[src/rtl/uart_pkg.sv]
// Shared UART definitions used by the transmitter and receiver: the FSM
// state encoding, 8N1 frame constants and the clocks-per-symbol helper.
package uart_pkg;

    // FSM state encoding, kept as plain constants for legacy compatibility
    localparam logic [0:0] ST_IDLE = 1'b0;
    localparam logic [0:0] ST_SEND = 1'b1;

    // 8N1 frame: one start bit, eight data bits, one stop bit
    localparam int   FRAME_BITS = 10;
    localparam logic START_BIT  = 1'b0;
    localparam logic STOP_BIT   = 1'b1;

    // Number of CLK cycles each symbol is held on the line
    function automatic int symbol_edge_time(input int clock_freq, input int baud_rate);
        return clock_freq / baud_rate;
    endfunction

endpackage

[src/rtl/uart_baud_counter.sv]
// Symbol timer: counts 0..SYMBOL_EDGE_TIME-1 while enabled and pulses tick
// in the cycle the terminal count is reached, wrapping back to zero.
module uart_baud_counter
    import uart_pkg::*;
#(
    parameter int CLOCK_FREQ = 50_000_000,
    parameter int BAUD_RATE  = 115_200
) (
    input  logic CLK,
    input  logic reset,
    input  logic clear,
    input  logic enable,
    output logic tick
);

    localparam int SYMBOL_EDGE_TIME = symbol_edge_time(CLOCK_FREQ, BAUD_RATE);
    localparam int CNT_W            = (SYMBOL_EDGE_TIME > 1) ? $clog2(SYMBOL_EDGE_TIME) : 1;
    localparam logic [CNT_W-1:0] LAST_COUNT = CNT_W'(SYMBOL_EDGE_TIME - 1);

    logic [CNT_W-1:0] sym_cnt;

    assign tick = enable && (sym_cnt == LAST_COUNT);

    // Symbol counter: clear restarts the symbol, tick wraps it
    always_ff @(posedge CLK) begin
        if (reset || clear) begin
            sym_cnt <= '0;
        end else if (enable) begin
            sym_cnt <= tick ? '0 : sym_cnt + CNT_W'(1);
        end
    end

endmodule

[src/rtl/uart_transmitter.sv]
// UART transmit path: accepts a byte over a ready/valid handshake and
// shifts it out LSB first as an 8N1 frame on SerialOut (idle high).
module uart_transmitter
    import uart_pkg::*;
#(
    parameter int CLOCK_FREQ = 50_000_000,
    parameter int BAUD_RATE  = 115_200
) (
    input  logic       CLK,
    input  logic       reset,
    input  logic [7:0] DataIn,
    input  logic       DataInValid,
    output logic       DataInReady,
    output logic       SerialOut
);

    localparam int SYMBOL_EDGE_TIME = symbol_edge_time(CLOCK_FREQ, BAUD_RATE);

    generate
        if (SYMBOL_EDGE_TIME < 2) begin : g_bad_baud
            $error("uart_transmitter: CLOCK_FREQ/BAUD_RATE must be at least 2");
        end
    endgenerate

    logic [0:0]            state;
    logic [3:0]            bit_cnt;
    logic [FRAME_BITS-1:0] shift;
    logic                  handshake;
    logic                  sym_tick;
    logic                  last_bit;

    assign handshake = DataInValid && DataInReady;
    assign last_bit  = (bit_cnt == 4'(FRAME_BITS - 1));

    // The shift register doubles as the line state: bit 0 drives the pin, so
    // the output is a flop and idles at all-ones between frames.
    assign SerialOut = shift[0];

    uart_baud_counter #(
        .CLOCK_FREQ (CLOCK_FREQ),
        .BAUD_RATE  (BAUD_RATE)
    ) u_baud_counter (
        .CLK    (CLK),
        .reset  (reset),
        .clear  (handshake),
        .enable (state == ST_SEND),
        .tick   (sym_tick)
    );

    // Frame sequencing: IDLE accepts a byte, SEND counts the ten symbols
    always_ff @(posedge CLK) begin
        if (reset) begin
            state       <= ST_IDLE;
            DataInReady <= 1'b1;
            bit_cnt     <= 4'd0;
        end else begin
            case (state)
                ST_IDLE: begin
                    if (handshake) begin
                        state       <= ST_SEND;
                        DataInReady <= 1'b0;
                        bit_cnt     <= 4'd0;
                    end
                end
                ST_SEND: begin
                    if (sym_tick) begin
                        if (last_bit) begin
                            state       <= ST_IDLE;
                            DataInReady <= 1'b1;
                            bit_cnt     <= 4'd0;
                        end else begin
                            bit_cnt <= bit_cnt + 4'd1;
                        end
                    end
                end
                default: begin
                    state       <= ST_IDLE;
                    DataInReady <= 1'b1;
                    bit_cnt     <= 4'd0;
                end
            endcase
        end
    end

    // Frame shifter: load on handshake, shift in stop-level ones each symbol
    always_ff @(posedge CLK) begin
        if (reset) begin
            shift <= '1;
        end else if (handshake) begin
            shift <= {STOP_BIT, DataIn, START_BIT};
        end else if (sym_tick) begin
            shift <= {STOP_BIT, shift[FRAME_BITS-1:1]};
        end
    end

endmodule

[config.mk]
export PLATFORM = sky130hd
export DESIGN_NAME = uart_transmitter
export DESIGN_NICKNAME = d
export VERILOG_FILES = /design/src/rtl/uart_pkg.sv /design/src/rtl/uart_baud_counter.sv /design/src/rtl/uart_transmitter.sv
export SDC_FILE = /design/constraint.sdc
export NUM_CORES = 1
export LEC_CHECK = 0
export ABC_AREA = 1
export CAP_MARGIN = 25
export CORE_AREA = 2 2 60 51
export DETAILED_ROUTE_END_ITERATION = 10
export DIE_AREA = 0 0 62 53
export PLACE_DENSITY = 0.72
export SLEW_MARGIN = 20
export SYNTH_ARGS = -nofsm -noshare
export SYNTH_HDL_FRONTEND = slang
export SYNTH_SLANG_ARGS = --single-unit
[constraint.sdc]
create_clock -name CLK -period 1.3 [get_ports CLK]
set_input_delay 0.13 -clock CLK [delete_from_list [all_inputs] [get_ports CLK]]
set_output_delay 0.13 -clock CLK [all_outputs]
set_load 0.1 [all_outputs]
---- Yosys cells after proc, flatten, opt, wreduce, memory -nomap -nowiden ----
Index checks and enable logic that the tools add are counted.
Widths: inputs -> output; s select.
word-level totals
  flip-flop bits (word level) ............. 24
  input port bits ......................... 11
  output and inout bits ................... 2
  logic and storage cells ................. 34
cells by class
  add/sub/neg operators ................... 2
  equal/unequal tests ..................... 5
  mux-type cells .......................... 15
  bitwise gates (word level) .............. 1
  reduce and logical (&&, ||, !) cells .... 6
operators with widths
  cell                 number
  $mux 9               3
  $mux 4               3
  $add 9x1->9 const B  1
  $eq 9x9->1 const B   1
  $pmux 4 s2           1
  $mux 1               6
  $ne 2x1->1 const B   3
  $add 4x1->4 const B  1
  $eq 4x4->1 const B   1
  $pmux 1 s2           2
  $reduce_and 3->1     1
  $logic_and 1x1->1    2
  $reduce_and 2->1     1
  $reduce_bool 2->1    1
  $logic_or 1x1->1     1
  $not 1->1            1

---- Logic depth before layout (Yosys ltp) ----
Gate-level depths: netlist of the first run.
  depth in word-level cells ............... 4
  depth in mapped cells ................... 9
  gate-level depth less buffers ........... 9

---- Modules after synthesis ----
From an unflattened synthesis of the first run, not the netlist that was laid out.
second synthesis, totals
  cells, all modules ...................... 163
  area, all modules ....................... 1,191.1 um^2
modules (own cells, without submodules)
  module             times used  cells an instance  area each (um^2)  sequential area each (um^2)
  uart_transmitter   1           90                 694.4             300.3
  uart_baud_counter  1           73                 496.7             180.2

---- Worst setup path before layout of the first run ----
Ideal clock, no wire load.
  path kind ............................... register to register
  from .................................... register DataInReady
  to ...................................... register DataInReady
  setup time .............................. 0.117 ns
  data arrival time ....................... 1.703 ns
  data required time ...................... 1.183 ns
  path slack .............................. -0.520 ns
  stages on the path, launching flop included .. 6
  buffers on the path ..................... 0
  period minus slack after synthesis ...... 1.820 ns
  cell sequence ........................... dfxtp_1 -> nand2_2 -> inv_2 -> nand2_1 -> a21oi_1 -> nand2_1
between the ends
  word-level cells in the longest chain between the ends .. 3
ends and longest elaborated chain
  item                               RTL line                RTL
  from (decl)                        uart_transmitter.sv:13  output logic DataInReady,
  from (signal assigned)             uart_transmitter.sv:54  DataInReady <= 1'b1;
  from (signal assigned)             uart_transmitter.sv:61  DataInReady <= 1'b0;
  from (signal assigned)             uart_transmitter.sv:69  DataInReady <= 1'b1;
  $logic_and 1x1->1                  uart_transmitter.sv:32  assign handshake = DataInValid && DataInReady;
  $ne 2x1->1 (no source line)        --
  $reduce_and 3->1 (no source line)  --
No other way between the ends.
A chain may end at the register's enable or synchronous reset.

---- Worst setup path in the final report of the first run ----
  from .................................... register u_baud_counter.sym_cnt[1]
  to ...................................... register shift[6]
between the ends
  word-level cells in the longest chain between the ends .. 3
ends and longest elaborated chain
  item                                RTL line                 RTL
  from (decl)                         uart_baud_counter.sv:20  logic [CNT_W-1:0] sym_cnt;
  from (signal assigned)              uart_baud_counter.sv:29  sym_cnt <= tick ? '0 : sym_cnt + CNT_W'(1);
  $eq 9x9->1                          uart_baud_counter.sv:22  assign tick = enable && (sym_cnt == LAST_COUNT);
  $logic_and 1x1->1                   uart_baud_counter.sv:22
  $reduce_bool 2->1 (no source line)  --
  to (signal assigned)                uart_transmitter.sv:90   shift <= {STOP_BIT, DataIn, START_BIT};
  to (signal assigned)                uart_transmitter.sv:92   shift <= {STOP_BIT, shift[FRAME_BITS-1:1]};
  to (decl)                           uart_transmitter.sv:27   logic [FRAME_BITS-1:0] shift;
No other way between the ends.

==> run metrics, run 1 <==
Crit Path Max Fanout 8; #FFs+latches synth 24; Power Total 1.693 mW; Hold Crit Class in -> reg; failing checks setup timing; DRT Pass-1 Iters 4; DRC Markers 0; r2r worst-path depth 9; max-slew violations 0; crit path cell chain inv_2 > ha_4 > nand2_4 > nor2_4 > nand3_4 > nand2_8 > inv_8 > nand2_2 > nand3_1; Core Area 2659 um2; maximum VDD drop 0.6767 mV; CTS Buf Count 3; top-level port count 13; area delta synth->final 34.15%; design area 1710 um2; leakage power 0.7263 nW; port buffer count 12; drt via density 4.983; FMAX 753.3 MHz; setup TNS -238.1 ps; Hold Fails Final Rpt 0; sequential area share after synthesis 37.68%; CTS tree yes; relative slew slack 77.21%; largest net degree at the start of global routing 15; clock latency on the worst-skew pair 330 ps; # Max-Cap Violations 0; delay-heaviest family, CP simple AND/OR/NAND/NOR gates; Final period util 102.1%; RSZ-0062 raised after global routing yes; Final Routed Wirelength 2.828 mm; total gr overflow 0; Total Routing Usage GR 20.70%; Die W 62 um; clock sink count 24; ant diodes 0; total number of vias 1201; startpoint types register; Final Critical Period 1327 ps; CP max stage delay 360 ps; clk buf depth 2; Area after DPL 1521 um2; clock-pin transition on the worst setup and hold timing paths 160 ps; Slowest-stage cell, CP dfxtp_2; H-Tree Depth 1; PD cells 990.0 nW/um2; area of the mapped netlist 1275 um2; Post-DP HPWL 2.039 mm; die height 53 um; initial drt markers 58; status complete, but fails checks; Mapped Cells 174; final net count 219; Initial Util 47.95%; first-pass GRT wire length 5.002 mm; Critical Path AT 1540 ps; Hold EP shift[8]; hold path start DataIn[7]; initial antenna violation count 0; row count 17; vias in the first global route 1148; Cell variety after synth 27; Crit path buffers/inverters 2; RR Endpoint shift[6]; Critical Path RT 1510 ps; Crit. End Element register; Detail Route Antenna Nets 0; Synth Area per Inst 7.327 um2; worst slew pin tran 340.5 ps; Clock Tree Root clkbuf_4; hold-critical path depth 3; die area 3286 um2; Finish-stage setup viols 14; share of cells above drive strength 1 32.51%; drt wl/cell 11.73 um; fin worst setup slack -27.43 ps; worst reg2reg startpoint u_baud_counter.sym_cnt[1]; clock skew 22.80 ps; Fin Hold WS 409.7 ps; gpl congestion 0.8267; syn_nets 189; worst setup path class reg -> reg; final core utilization 64.33%; worst reg2reg setup slack -30 ps; YS warnings 0; commonest non-fill, non-tap cell in the layout nand2_1; commonest non-fill, non-tap cells in the layout nand2_1, dfxtp_1, nand3_1
==> metal layers <==
| metal | routed length, um | up-vias | part of all wire [%] | GRT usage [%] |
|---|---|---|---|---|
| met2 | 1401 | 25 | 50 | 36.28 |
| met1 | 1287 | 556 | 46 | 25.67 |
| li1 | - | 618 | - | - |
| met4 | 21 | 0 | 0.74 | 3.191 |
| met5 | 0 | - | 0 | 0 |
| met3 | 119 | 2 | 4.2 | 5.134 |
==> where the power goes <==
group	internal [mW]	switching [mW]	total, mW
clock	0.312	0.246	0.558
sequential	0.774	0.0351	0.809
combinational	0.142	0.185	0.326
==> synthesized netlist by cell type (all sizes together) <==
master  number  share of area, %
buf          3               1.4
xnor2        1              0.69
nor3         2               1.2
o21a         1              0.59
dfxtp       24                38
inv         18               5.7
clkinv       1              0.29
nand3       21               9.6
nand4        4               2.0
nand2       58                21
o21ai        4               1.6
xor2         4               2.7
nor2        20               7.9
a21oi        9               4.1
ha           4               3.9
==> worst max path at each step <==
stage / from / endpoint / slack [ps] / cells past startpoint
2_1_floorplan: DataInReady / DataInReady / 60 / 5
3_3_place_gp: u_baud_counter.sym_cnt[1] / shift[6] / -4 / 9
3_5_place_dp: u_baud_counter.sym_cnt[1] / shift[3] / -70 / 9
4_1_cts: u_baud_counter.sym_cnt[1] / shift[2] / -40 / 9
5_1_grt: u_baud_counter.sym_cnt[1] / shift[6] / -110 / 9
6_report: u_baud_counter.sym_cnt[1] / shift[6] / -30 / 9
==> worst min-delay path: cells and delay by family <==
family,cells,cell delay [ps]
buffers and inverters,1,450
AND/OR/NAND/NOR,1,50
AO/OA/AOI/OAI,1,70
==> repair_timing <==
item / in CTS / in global routing
setup buffers: 5 / 2
hold buffers: 0 / 0
gates resized for setup: 13 / 8
cloned: 1 / 0
endpoints found under the setup margin: 19 / 22
pin swaps: 3 / 11
==> cell families after synthesis <==
family / share of synthesized area [%]
adders and majority gates: 3.926
AOI/OAI and AO/OA: 6.281
buffers and inverters: 7.360
xor gates and xnor gates: 3.435
DFF: 37.68
and+or+nand+nor: 41.31
==> final cells by class <==
class | instances | area (um2)
Fill cell | 236 | 948.4
Multi-Input combinational cell | 129 | 775.7
Sequential cell | 24 | 490.5
Timing Repair Buffer | 27 | 265.3
Inverter | 19 | 78.83
Tap cell | 38 | 47.55
Clock inverter | 1 | 30.03
Clock buffer | 3 | 22.52
==> registers in the layout, indices dropped and copies added (netlist names) <==
signal and flops:
shift 9, u_baud_counter.sym_cnt 9, bit_cnt 4, DataInReady 1
state 1
==> stage by stage <==
step	setup WS (ps)	cells
after floorplan	56.92	174
after global placement	-3.831	229
after detailed placement	-66.97	229
after CTS	-40.33	239
after global routing	-105.1	241
final	-27.43	241
Note: power is estimated with default switching activity, not from simulation.
==> run 2: changes to the inputs <==
- SKIP_CTS_REPAIR_TIMING: default -> 1
==> run metrics, run 2 (synthesis gave the netlist of run 1 again) <==
Core Area 2659 um2 (unchanged); vias in the first global route 1077 (was 1148); DRT Pass-1 Iters 4 (unchanged); fin worst setup slack -76.04 ps (was -27.43 ps); worst setup path class reg -> reg (unchanged); first-pass GRT wire length 4.719 mm (was 5.002 mm); failing checks setup timing (unchanged); Total Routing Usage GR 19.45% (was 20.70%); port buffer count 12 (unchanged); status complete, but fails checks (unchanged); met2 GRT Util 31.77% (was 36.28%); share of cells above drive strength 1 28.64% (was 32.51%); CTS tree yes (unchanged); initial drt markers 51 (was 58); Final Critical Period 1376 ps (was 1327 ps); clock sink count 24 (unchanged); Detail Route Antenna Nets 0 (unchanged); met1 Use GR 25.82% (was 25.67%); die height 53 um (unchanged); Largest regs shift (9), u_baud_counter.sym_cnt (9), bit_cnt (4) (unchanged); final net count 215 (was 219); Crit. End Element register (unchanged); busiest grt layer met2 (unchanged); gpl congestion 0.8267 (unchanged); commonest non-fill, non-tap cell in the layout nand2_1 (unchanged); Critical Path AT 1610 ps (was 1540 ps); Final period util 105.8% (was 102.1%); area delta synth->final 30.42% (was 34.15%); drt wl/cell 12.04 um (was 11.73 um); clock-pin transition on the worst setup and hold timing paths 160 ps (about the same); clock skew 21.58 ps (was 22.80 ps); FMAX 726.7 MHz (was 753.3 MHz); Crit Path Max Fanout 7 (was 8); Clock Tree Root clkbuf_4 (unchanged); row count 17 (unchanged); Post-DP HPWL 2.039 mm (unchanged); H-Tree Depth 1 (unchanged); leakage power 0.7088 nW (was 0.7263 nW); die area 3286 um2 (unchanged); top-level port count 13 (unchanged); # Max-Cap Violations 0 (unchanged); Fin Hold WS 424.4 ps (was 409.7 ps); startpoint types register (unchanged); Finish-stage setup viols 17 (was 14); total gr overflow 0 (unchanged); RSZ-0062 raised after global routing yes (unchanged); M3 GR Usage 5.134% (unchanged); pre-CTS setup slack -66.97 ps (unchanged); maximum VDD drop 0.6755 mV (was 0.6767 mV); drt via density 4.895 (was 4.983); Critical Path RT 1530 ps (was 1510 ps); largest net degree at the start of global routing 15 (unchanged); Hold Crit Class in -> reg (unchanged); clock latency on the worst-skew pair 340 ps (was 330 ps); Final Routed Wirelength 2.854 mm (was 2.828 mm); commonest non-fill, non-tap cells in the layout nand2_1, dfxtp_1, nand3_1 (unchanged); initial antenna violation count 0 (unchanged); Die W 62 um (unchanged); worst reg2reg setup slack -80 ps (was -30 ps); worst slew pin tran 273.6 ps (was 340.5 ps); DRC Markers 0 (unchanged); final core utilization 62.54% (was 64.33%); CTS Buf Count 3 (unchanged); ant diodes 0 (unchanged); Filler Cells Inserted 244 (was 236); total number of vias 1160 (was 1201); max-slew violations 0 (unchanged); Initial Util 47.95% (unchanged); Power Total 1.700 mW (was 1.693 mW); Hold Fails Final Rpt 0 (unchanged); clk buf depth 2 (unchanged); PD cells 1022 nW/um2 (was 990.0 nW/um2); relative slew slack 81.69% (was 77.21%)
==> run 2: worst max-delay path, cell delays in order, from the launching register on <==
cell     delay, ps
dfxtp_2        370
inv_2           70
ha_4           130
nand2_4         60
nor2_4         140
nand3_4        170
buf_4          190
nand3_4         80
nor2_1          60
==> run 2: per-layer routing <==
metal	vias to the layer above	part of all wire [%]
met5	-	0
met1	535	45
met4	0	0
met3	0	4.5
li1	603	-
met2	22	51
==> run 2: worst paths after layout <==
path | from | to | cells past startpoint
max | u_baud_counter.sym_cnt[1] | u_baud_counter.sym_cnt[5] | 8
min | DataIn[7] | shift[8] | 3
max reg2reg | u_baud_counter.sym_cnt[1] | u_baud_counter.sym_cnt[5] | 8
min reg2reg | shift[5] | shift[5] | 2
==> run 2: layout make-up <==
class	instances	area, um2	area share [%]
inverter	19	78.83	4.740
tap	38	47.55	2.859
clock buffer	3	22.52	1.354
multi-input combinational	129	759.5	45.67
clock inverter	1	30.03	1.806
sequential	24	489.2	29.42
timing repair buffer	23	235.2	14.15
==> run 2: stage by stage <==
stage          std cells  setup TNS (ps)  instance area, um2
2_1_floorplan        174               0                1279
3_3_place_gp         229          -8.051                1521
3_5_place_dp         229          -440.2                1521
4_1_cts              233           -1092                1574
5_1_grt              237           -2019                1663
6_report             237          -814.8                1663
==> run 2: power by group <==
part / leakage (nW) / internal (mW) / switching [mW]
clock: 0.0279 / 0.312 / 0.255
sequential: 0.198 / 0.773 / 0.0347
combinational: 0.483 / 0.140 / 0.185
total: 0.709 / 1.23 / 0.475
==> run 3: changes to the inputs <==
- CORE_AREA: 2 2 60 51 -> 2 2 67 56
- DIE_AREA: 0 0 62 53 -> 0 0 69 58
- PLACE_DENSITY: 0.72 -> default
==> run metrics, run 3 (synthesis gave the netlist of run 1 again) <==
P_sw 0.4698 mW (was 0.4746 mW); commonest non-fill, non-tap cell in the layout nand2_1 (unchanged); drt via density 4.880 (was 4.895); maximum VDD drop 0.7918 mV (was 0.6755 mV); Critical Path Start u_baud_counter.sym_cnt[1] (unchanged); RR Endpoint shift[7] (was u_baud_counter.sym_cnt[5]); die height 58 um (was 53 um); Power Internal 1.329 mW (was 1.225 mW); total gr overflow 0 (unchanged); DRT Pass-1 Iters 4 (unchanged); Final Critical Period 1312 ps (was 1376 ps); worst reg2reg startpoint u_baud_counter.sym_cnt[1] (unchanged); Critical Path RT 1470 ps (was 1530 ps); Comb power frac 18.7% (was 19.1%); Core Area 3328 um2 (was 2659 um2); first-pass GRT wire length 4.485 mm (was 4.719 mm); Hold Crit Class in -> reg (unchanged); area delta synth->final 37.88% (was 30.42%); Detail Route Antenna Nets 0 (unchanged); pre-CTS setup slack -11.91 ps (was -66.97 ps); ant diodes 0 (unchanged); Clock Tree Root clkbuf_8 (was clkbuf_4); Placed Cells 243 (was 229); Critical Path End shift[7] (was u_baud_counter.sym_cnt[5]); fin worst setup slack -12.33 ps (was -76.04 ps); Critical Path AT 1480 ps (was 1610 ps); Crit Path Max Fanout 8 (was 7); FMAX 762.0 MHz (was 726.7 MHz); Filler Cells Inserted 317 (was 244); CTS tree yes (unchanged); Finish-stage setup viols 6 (was 17); top-level port count 13 (unchanged); vias in the first global route 1087 (was 1077); Final period util 100.9% (was 105.8%); Total Routing Usage GR 14.01% (was 19.45%); port buffer count 12 (unchanged); Power Total 1.799 mW (was 1.700 mW); worst setup path class reg -> reg (unchanged); clock sink count 24 (unchanged); sequential power share 44.6% (was 47.5%); Post-DP HPWL 2.127 mm (was 2.039 mm); commonest non-fill, non-tap cells in the layout nand2_1, dfxtp_1, buf_4 (was nand2_1, dfxtp_1, nand3_1); drt wl/cell 11.42 um (was 12.04 um); design area 1758 um2 (was 1663 um2); initial drt markers 44 (was 51); startpoint types register (unchanged); r2r worst-path depth 9 (was 8); Die W 69 um (was 62 um); leakage power 0.7581 nW (was 0.7088 nW); Area after DPL 1602 um2 (was 1521 um2); status complete, but fails checks (unchanged); failing checks setup timing (unchanged); Hold Fails Final Rpt 0 (unchanged); row count 19 (was 17); PD cells 1023 nW/um2 (was 1022 nW/um2); clock-pin transition on the worst setup and hold timing paths 90 ps (was 160 ps); DRC Markers 0 (unchanged); Fin Hold WS 443.3 ps (was 424.4 ps); Largest regs shift (9), u_baud_counter.sym_cnt (9), bit_cnt (4) (unchanged); switching share of total power 26.12% (was 27.92%); Final Routed Wirelength 2.843 mm (was 2.854 mm); Post-Layout Cell Count 249 (was 237); clock skew 10.15 ps (was 21.58 ps); clock latency on the worst-skew pair 270 ps (was 340 ps); gpl congestion 0.7945 (was 0.8267); Initial Util 38.31% (was 47.95%); RSZ-0062 raised after global routing yes (unchanged); initial antenna violation count 0 (unchanged); worst slew pin tran 258.2 ps (was 273.6 ps); H-Tree Depth 1 (unchanged); die area 4002 um2 (was 3286 um2); Clk pwr share 36.6% (was 33.3%); Crit. End Element register (unchanged); clk buf depth 2 (unchanged); max-slew violations 0 (unchanged); share of cells above drive strength 1 33.33% (was 28.64%); worst reg2reg setup slack -10 ps (was -80 ps); final net count 223 (was 215); relative slew slack 82.73% (was 81.69%); total number of vias 1215 (was 1160); CTS Buf Count 3 (unchanged); # Max-Cap Violations 0 (unchanged); largest net degree at the start of global routing 15 (unchanged)
run 3: power by group through the flow:
stage	Sequential (mW)	Clock, mW	Combinational [mW]
6_report	0.803	0.659	0.337
4_1_cts	0.801	0.678	0.317
2_1_floorplan	0.852	0	0.158
5_1_grt	0.806	0.712	0.363
3_5_place_dp	0.817	0	0.317
3_3_place_gp	0.816	0	0.310
run 3: worst min path at each step:
stage	start	to	slack [ps]	depth (start not counted)
3_3_place_gp	shift[2]	shift[2]	450	2
5_1_grt	DataIn[7]	shift[8]	440	3
4_1_cts	DataIn[7]	shift[8]	440	3
6_report	DataIn[7]	shift[8]	440	3
2_1_floorplan	DataIn[7]	shift[8]	250	2
3_5_place_dp	shift[3]	shift[3]	460	2
run 3: per-layer routing:
layer  global-route usage, %  routed length [um]  vias up
li1                        -                   -      622
met1                   17.24                1322      560
met4                   3.361                  20        0
met3                   4.174                 127        4
met2                   24.45                1372       29
met5                       0                   0        -
run 3: critical path, stage by stage, from the launching register on:
cell,delay (ps)
dfxtp_2,340
inv_2,70
ha_4,130
nand2_4,50
nor2_4,130
nand3_4,150
nand2_8,140
clkinv_8,80
nand2_2,60
nand3_1,60
run 3: stage by stage:
step                utilization, %  TNS, ps
finish                       52.82   -35.16
global route                 52.82   -954.9
CTS                          50.26   -70.39
detailed placement           48.12   -43.42
global placement             48.12        0
floorplan                        -        0
run 3: final cells by class:
| type | instances | area [um2] | area share, % |
|---|---|---|---|
| clock buffers | 3 | 41.29 | 2.349 |
| clock inverters | 1 | 30.03 | 1.708 |
| inverters | 19 | 83.83 | 4.769 |
| multi-input cells | 129 | 767.0 | 43.63 |
| flip-flops and latches | 24 | 488.0 | 27.76 |
| well taps | 42 | 52.55 | 2.989 |
| repair buffers | 31 | 295.3 | 16.80 |
==> variant 1 (flow settings as in run 2) <==
`CLOCK_FREQ` is set to 50_000_000 in 2 places; all go to 200_000_000.
--- a/src/rtl/uart_baud_counter.sv
+++ b/src/rtl/uart_baud_counter.sv
@@ -3,7 +3,7 @@
 module uart_baud_counter
     import uart_pkg::*;
 #(
-    parameter int CLOCK_FREQ = 50_000_000,
+    parameter int CLOCK_FREQ = 200_000_000,
     parameter int BAUD_RATE  = 115_200
 ) (
     input  logic CLK,
--- a/src/rtl/uart_transmitter.sv
+++ b/src/rtl/uart_transmitter.sv
@@ -3,7 +3,7 @@
 module uart_transmitter
     import uart_pkg::*;
 #(
-    parameter int CLOCK_FREQ = 50_000_000,
+    parameter int CLOCK_FREQ = 200_000_000,
     parameter int BAUD_RATE  = 115_200
 ) (
     input  logic       CLK,
Behaviour: same outputs for any inputs over 10 cycles, from zero or initial values and one cycle with reset high; that may be too few to reach the edited logic, so the function may still have changed.
==> variant 1 against run 2 <==
- the run still ends with negative setup slack left
- clock power fell by 28%
- sequential cell count rose by 2
- combinational power fell by 8.9%
- area after synthesis rose by 7.0%
- final cell count rose by 7.2%
- non-clock buffer count rose by 6
- critical path depth fell by 1
- power fell by 7.6%
- worst setup slack improved by 11 ps
- final area rose by 8.5%
- synthesized cell count rose by 8.0%
- fmax rose by 0.82%
- wire length rose by 7.3%
==> variant 1: results <==
export IMPL_ys_top_cells_by_area="sky130_fd_sc_hd__dfxtp_1 (38%), sky130_fd_sc_hd__nand2_1 (13%), sky130_fd_sc_hd__nand3_1 (9.9%), sky130_fd_sc_hd__nor2_1 (5.8%), sky130_fd_sc_hd__inv_1 (4.4%)"
export IMPL_final_critical_path_setup_slack_ps=-64.9
export IMPL_groute_usage_overall_pct=19.4
export IMPL_top_cell_types_by_occurrence_after_synthesis="sky130_fd_sc_hd__nand2_1 (47), sky130_fd_sc_hd__nand3_1 (27), sky130_fd_sc_hd__dfxtp_1 (26)"
export IMPL_hpwlAfterDp_um=2200
export IMPL_layout_area_seq_um2=533
export IMPL_synth_cell_types=28
export IMPL_detail_route_wl_per_cell_um=12.1
export IMPL_fillers=213
export IMPL_detailedRoute_firstIterationViolations=39
export IMPL_final_setup_vio_count=8
export IMPL_instances_no_fill=254
export IMPL_layout_nets=231
export IMPL_path_clk_slew_ps=140
export IMPL_clk_latency_ps=320
export IMPL_grt_pass1_wl_um=4710
export IMPL_netlist_instances=188
export IMPL_worst_clock_skew_ps=11.6
export IMPL_failed_checks="negative setup slack"
export IMPL_reg2reg_to="shift[2]"
export IMPL_grt_util_met1_pct=25.7
export IMPL_syn_nets=202
export IMPL_timing_hold_ws_ps=396
export IMPL_run_status="finished, violations left"
export IMPL_gp_routability_congestion=0.863
export IMPL_setup_tns_final_ps=-325
## variant 1: cell types whose count changed after synthesis, sizes merged, moves of 2 or more
cell           run 2  this run
nand3b             0         2
nor2              20        27
nand2             58        50
inv               18        16
nand3             21        28
dfxtp             24        26
## variant 1: logic make-up after synthesis
| group | synth area share [%] |
|---|---|
| AND/OR/NAND/NOR | 42.3 |
| flip-flops | 38.2 |
| buffers and inverters | 7.52 |
| AO/OA/AOI/OAI | 4.77 |
| XOR/XNOR | 4.50 |
| adder cells (fa/ha/maj) | 2.75 |
## variant 1: where the power goes
part / internal (mW) / total [mW] / switching (mW)
combinational: 0.128 / 0.296 / 0.168
clock: 0.171 / 0.408 / 0.237
sequential: 0.832 / 0.867 / 0.0348
## variant 1: cell type report
| cell class | instances | share of cell area [%] |
|---|---|---|
| Multi-Input combinational cell | 140 | 47.0 |
| Timing Repair Buffer | 29 | 15.3 |
| Inverter | 17 | 3.54 |
| Tap cell | 38 | 2.64 |
| Clock buffer | 4 | 2.01 |
| Sequential cell | 26 | 29.5 |
==> variant 2 (config.mk and constraints of run 2) <==
Without the edit above. One comparison of `bit_cnt` changes from == to >=.
--- a/src/rtl/uart_transmitter.sv
+++ b/src/rtl/uart_transmitter.sv
@@ -30,7 +30,7 @@
     logic                  last_bit;
 
     assign handshake = DataInValid && DataInReady;
-    assign last_bit  = (bit_cnt == 4'(FRAME_BITS - 1));
+    assign last_bit  = (bit_cnt >= 4'(FRAME_BITS - 1));
 
     // The shift register doubles as the line state: bit 0 drives the pin, so
     // the output is a flop and idles at all-ones between frames.
Formal check against the unedited RTL: same outputs for any inputs over 10 cycles, from zero or initial values and one cycle with reset high; that may be too few to reach the edited logic, so the function may still have changed.
==> variant 2 against run 2 <==
- the flow still finishes with violations (negative setup slack)
- area after synthesis shrank 0.98%
- sequential power is 0.9% higher
- worst setup slack better by 52 ps
- wire length up 0.67%
- final area is 6.7% higher
- clock skew fell by 7.0 ps
- power is 0.39% higher
- count of clock-buffer cells in the layout did not move
- global-route usage is 1.8 points lower
- via count increased by 1.5%
- sequential cell count is the same
- critical path type unchanged
- highest routed layer is now met4
==> variant 2: results <==
export IMPL_run_status="finished, violations left"
export IMPL_failed_checks="negative setup slack"
export IMPL_ys_top_cells_by_area="sky130_fd_sc_hd__dfxtp_1 (38%), sky130_fd_sc_hd__nand2_1 (15%), sky130_fd_sc_hd__nand3_1 (9.1%), sky130_fd_sc_hd__ha_1 (5.0%), sky130_fd_sc_hd__nor2_1 (4.8%)"
export IMPL_cts_inserted_buffers=3
export IMPL_post_placement_worst_setup_slack_ps=-99.9
export IMPL_cts_max_path_buffers=2
export IMPL_detailedRoute_firstPassIterationCount=4
export IMPL_timing_hold_ws_ps=436
export IMPL_hpwlAfterDp_um=1980
export IMPL_number_of_global_route_vias_before_repair=1070
export IMPL_leak_pwr_nw=0.768
export IMPL_place_inst=235
export IMPL_detailedRoute_firstIterationViolations=23
export IMPL_port_buffer_cells=12
export IMPL_dominantRegCellSynth="sky130_fd_sc_hd__dfxtp_1"
export IMPL_detail_route_wl_per_cell_um=11.9
export IMPL_final_critical_path_setup_slack_ps=-24.1
export IMPL_grt_start_max_net_pins=15
export IMPL_instance_area_after_placement_mm2=0.00154
export IMPL_worst_clock_skew_ps=14.6
export IMPL_critical_path_slowest_cell="sky130_fd_sc_hd__dfxtp_4"
export IMPL_setup_tns_final_ps=-108
export IMPL_clk_latency_ps=320
export IMPL_route_detailed_vias_per_inst=4.88
export IMPL_path_clk_slew_ps=150
export IMPL_totalWireLength_um=2870
export IMPL_critPathArrivalTime_ps=1540
export IMPL_crit_path_max_fanout=10
export IMPL_antenna_found_initial=0
export IMPL_layout_nets=220
export IMPL_switchingPower_uw=470
export IMPL_warnings_from_yosys=0
export IMPL_largest_registers="shift (9), u_baud_counter.sym_cnt (9), bit_cnt (4)"
export IMPL_r2r_start="u_baud_counter.sym_cnt[0]"
export IMPL_hold_path_class="input pin to register"
export IMPL_grt_pass1_wl_um=4300
export IMPL_startpoint_type="register"
export IMPL_irDropWorstVdd_v=0.000846
export IMPL_final_setup_vio_count=11
export IMPL_groute_usage_overall_pct=17.7
export IMPL_clk_tree_root_cell="sky130_fd_sc_hd__clkbuf_4"
export IMPL_cts_htree_levels=1
export IMPL_synth_cell_types=28
export IMPL_yosysSeqAreaShare_pct=38.1
export IMPL_gp_routability_congestion=0.819
export IMPL_antenna_diode_count=0
export IMPL_fillers=217
export IMPL_relSlewSlack_pct=67.1
export IMPL_syn_nets=189
export IMPL_critPathMaxStageDelay_ps=420
export IMPL_synthArstFlopShare_pct=0
export IMPL_top_cell_types_by_occurrence_after_synthesis="sky130_fd_sc_hd__nand2_1 (51), sky130_fd_sc_hd__dfxtp_1 (24), sky130_fd_sc_hd__nand3_1 (23)"
export IMPL_postLayoutCellArea_mm2=0.00177
export IMPL_post_route_cells_drive_above_1_share_pct=37.4
export IMPL_worst_hold_startpoint="DataIn[7]"
export IMPL_timing_final_hold_violations=0
export IMPL_postSynthAreaPerCell_um2=7.30
==> variant 2: critical path: cells and delay by family, from the launching register on <==
kind | cells | cell delay (ps)
adders and majority gates | 1 | 150
buffers and inverters | 1 | 80
DFF | 1 | 420
and+or+nand+nor | 6 | 560
==> variant 2: layout make-up <==
| class | instances | area share (%) |
|---|---|---|
| Sequential cell | 24 | 27.8 |
| Inverter | 16 | 3.39 |
| Timing Repair Buffer | 30 | 15.7 |
| Multi-Input combinational cell | 129 | 47.5 |
| Clock buffer | 3 | 1.27 |
| Tap cell | 38 | 2.68 |
| Clock inverter | 1 | 1.69 |
==> variant 2: layer usage <==
layer / share of wire [%] / track usage (%) / vias to the layer above
met4: 1.5 / 5.32 / 0
li1: - / - / 606
met1: 43 / 20.3 / 539
met2: 52 / 30.7 / 24
met5: 0 / 0 / -
met3: 3.0 / 5.62 / 8
==> variant 2: power groups by stage <==
| stage | registers (mW) | logic [mW] | clock network (mW) |
|---|---|---|---|
| 4_1_cts | 0.805 | 0.308 | 0.556 |
| 6_report | 0.815 | 0.346 | 0.545 |
| 3_5_place_dp | 0.820 | 0.305 | 0 |
| 3_3_place_gp | 0.819 | 0.299 | 0 |
| 2_1_floorplan | 0.850 | 0.161 | 0 |
| 5_1_grt | 0.820 | 0.378 | 0.588 |
==> variant 2: cell families after synthesis <==
family          count (synthesis)  share of synthesized area (%)
compound gates                 10                           5.05
fa+ha+maj                       5                           4.96
simple gates                  108                           40.5
buf+inv                        20                           7.23
flops                          24                           38.1
xor+xnor                        6                           4.16
==> variant 2: path summary, 6_finish.rpt <==
check / end / cells after the start
worst min-delay path: shift[8] / 3
worst max-delay path: u_baud_counter.sym_cnt[5] / 8
worst max register to register: u_baud_counter.sym_cnt[5] / 8
worst min register to register: shift[8] / 2
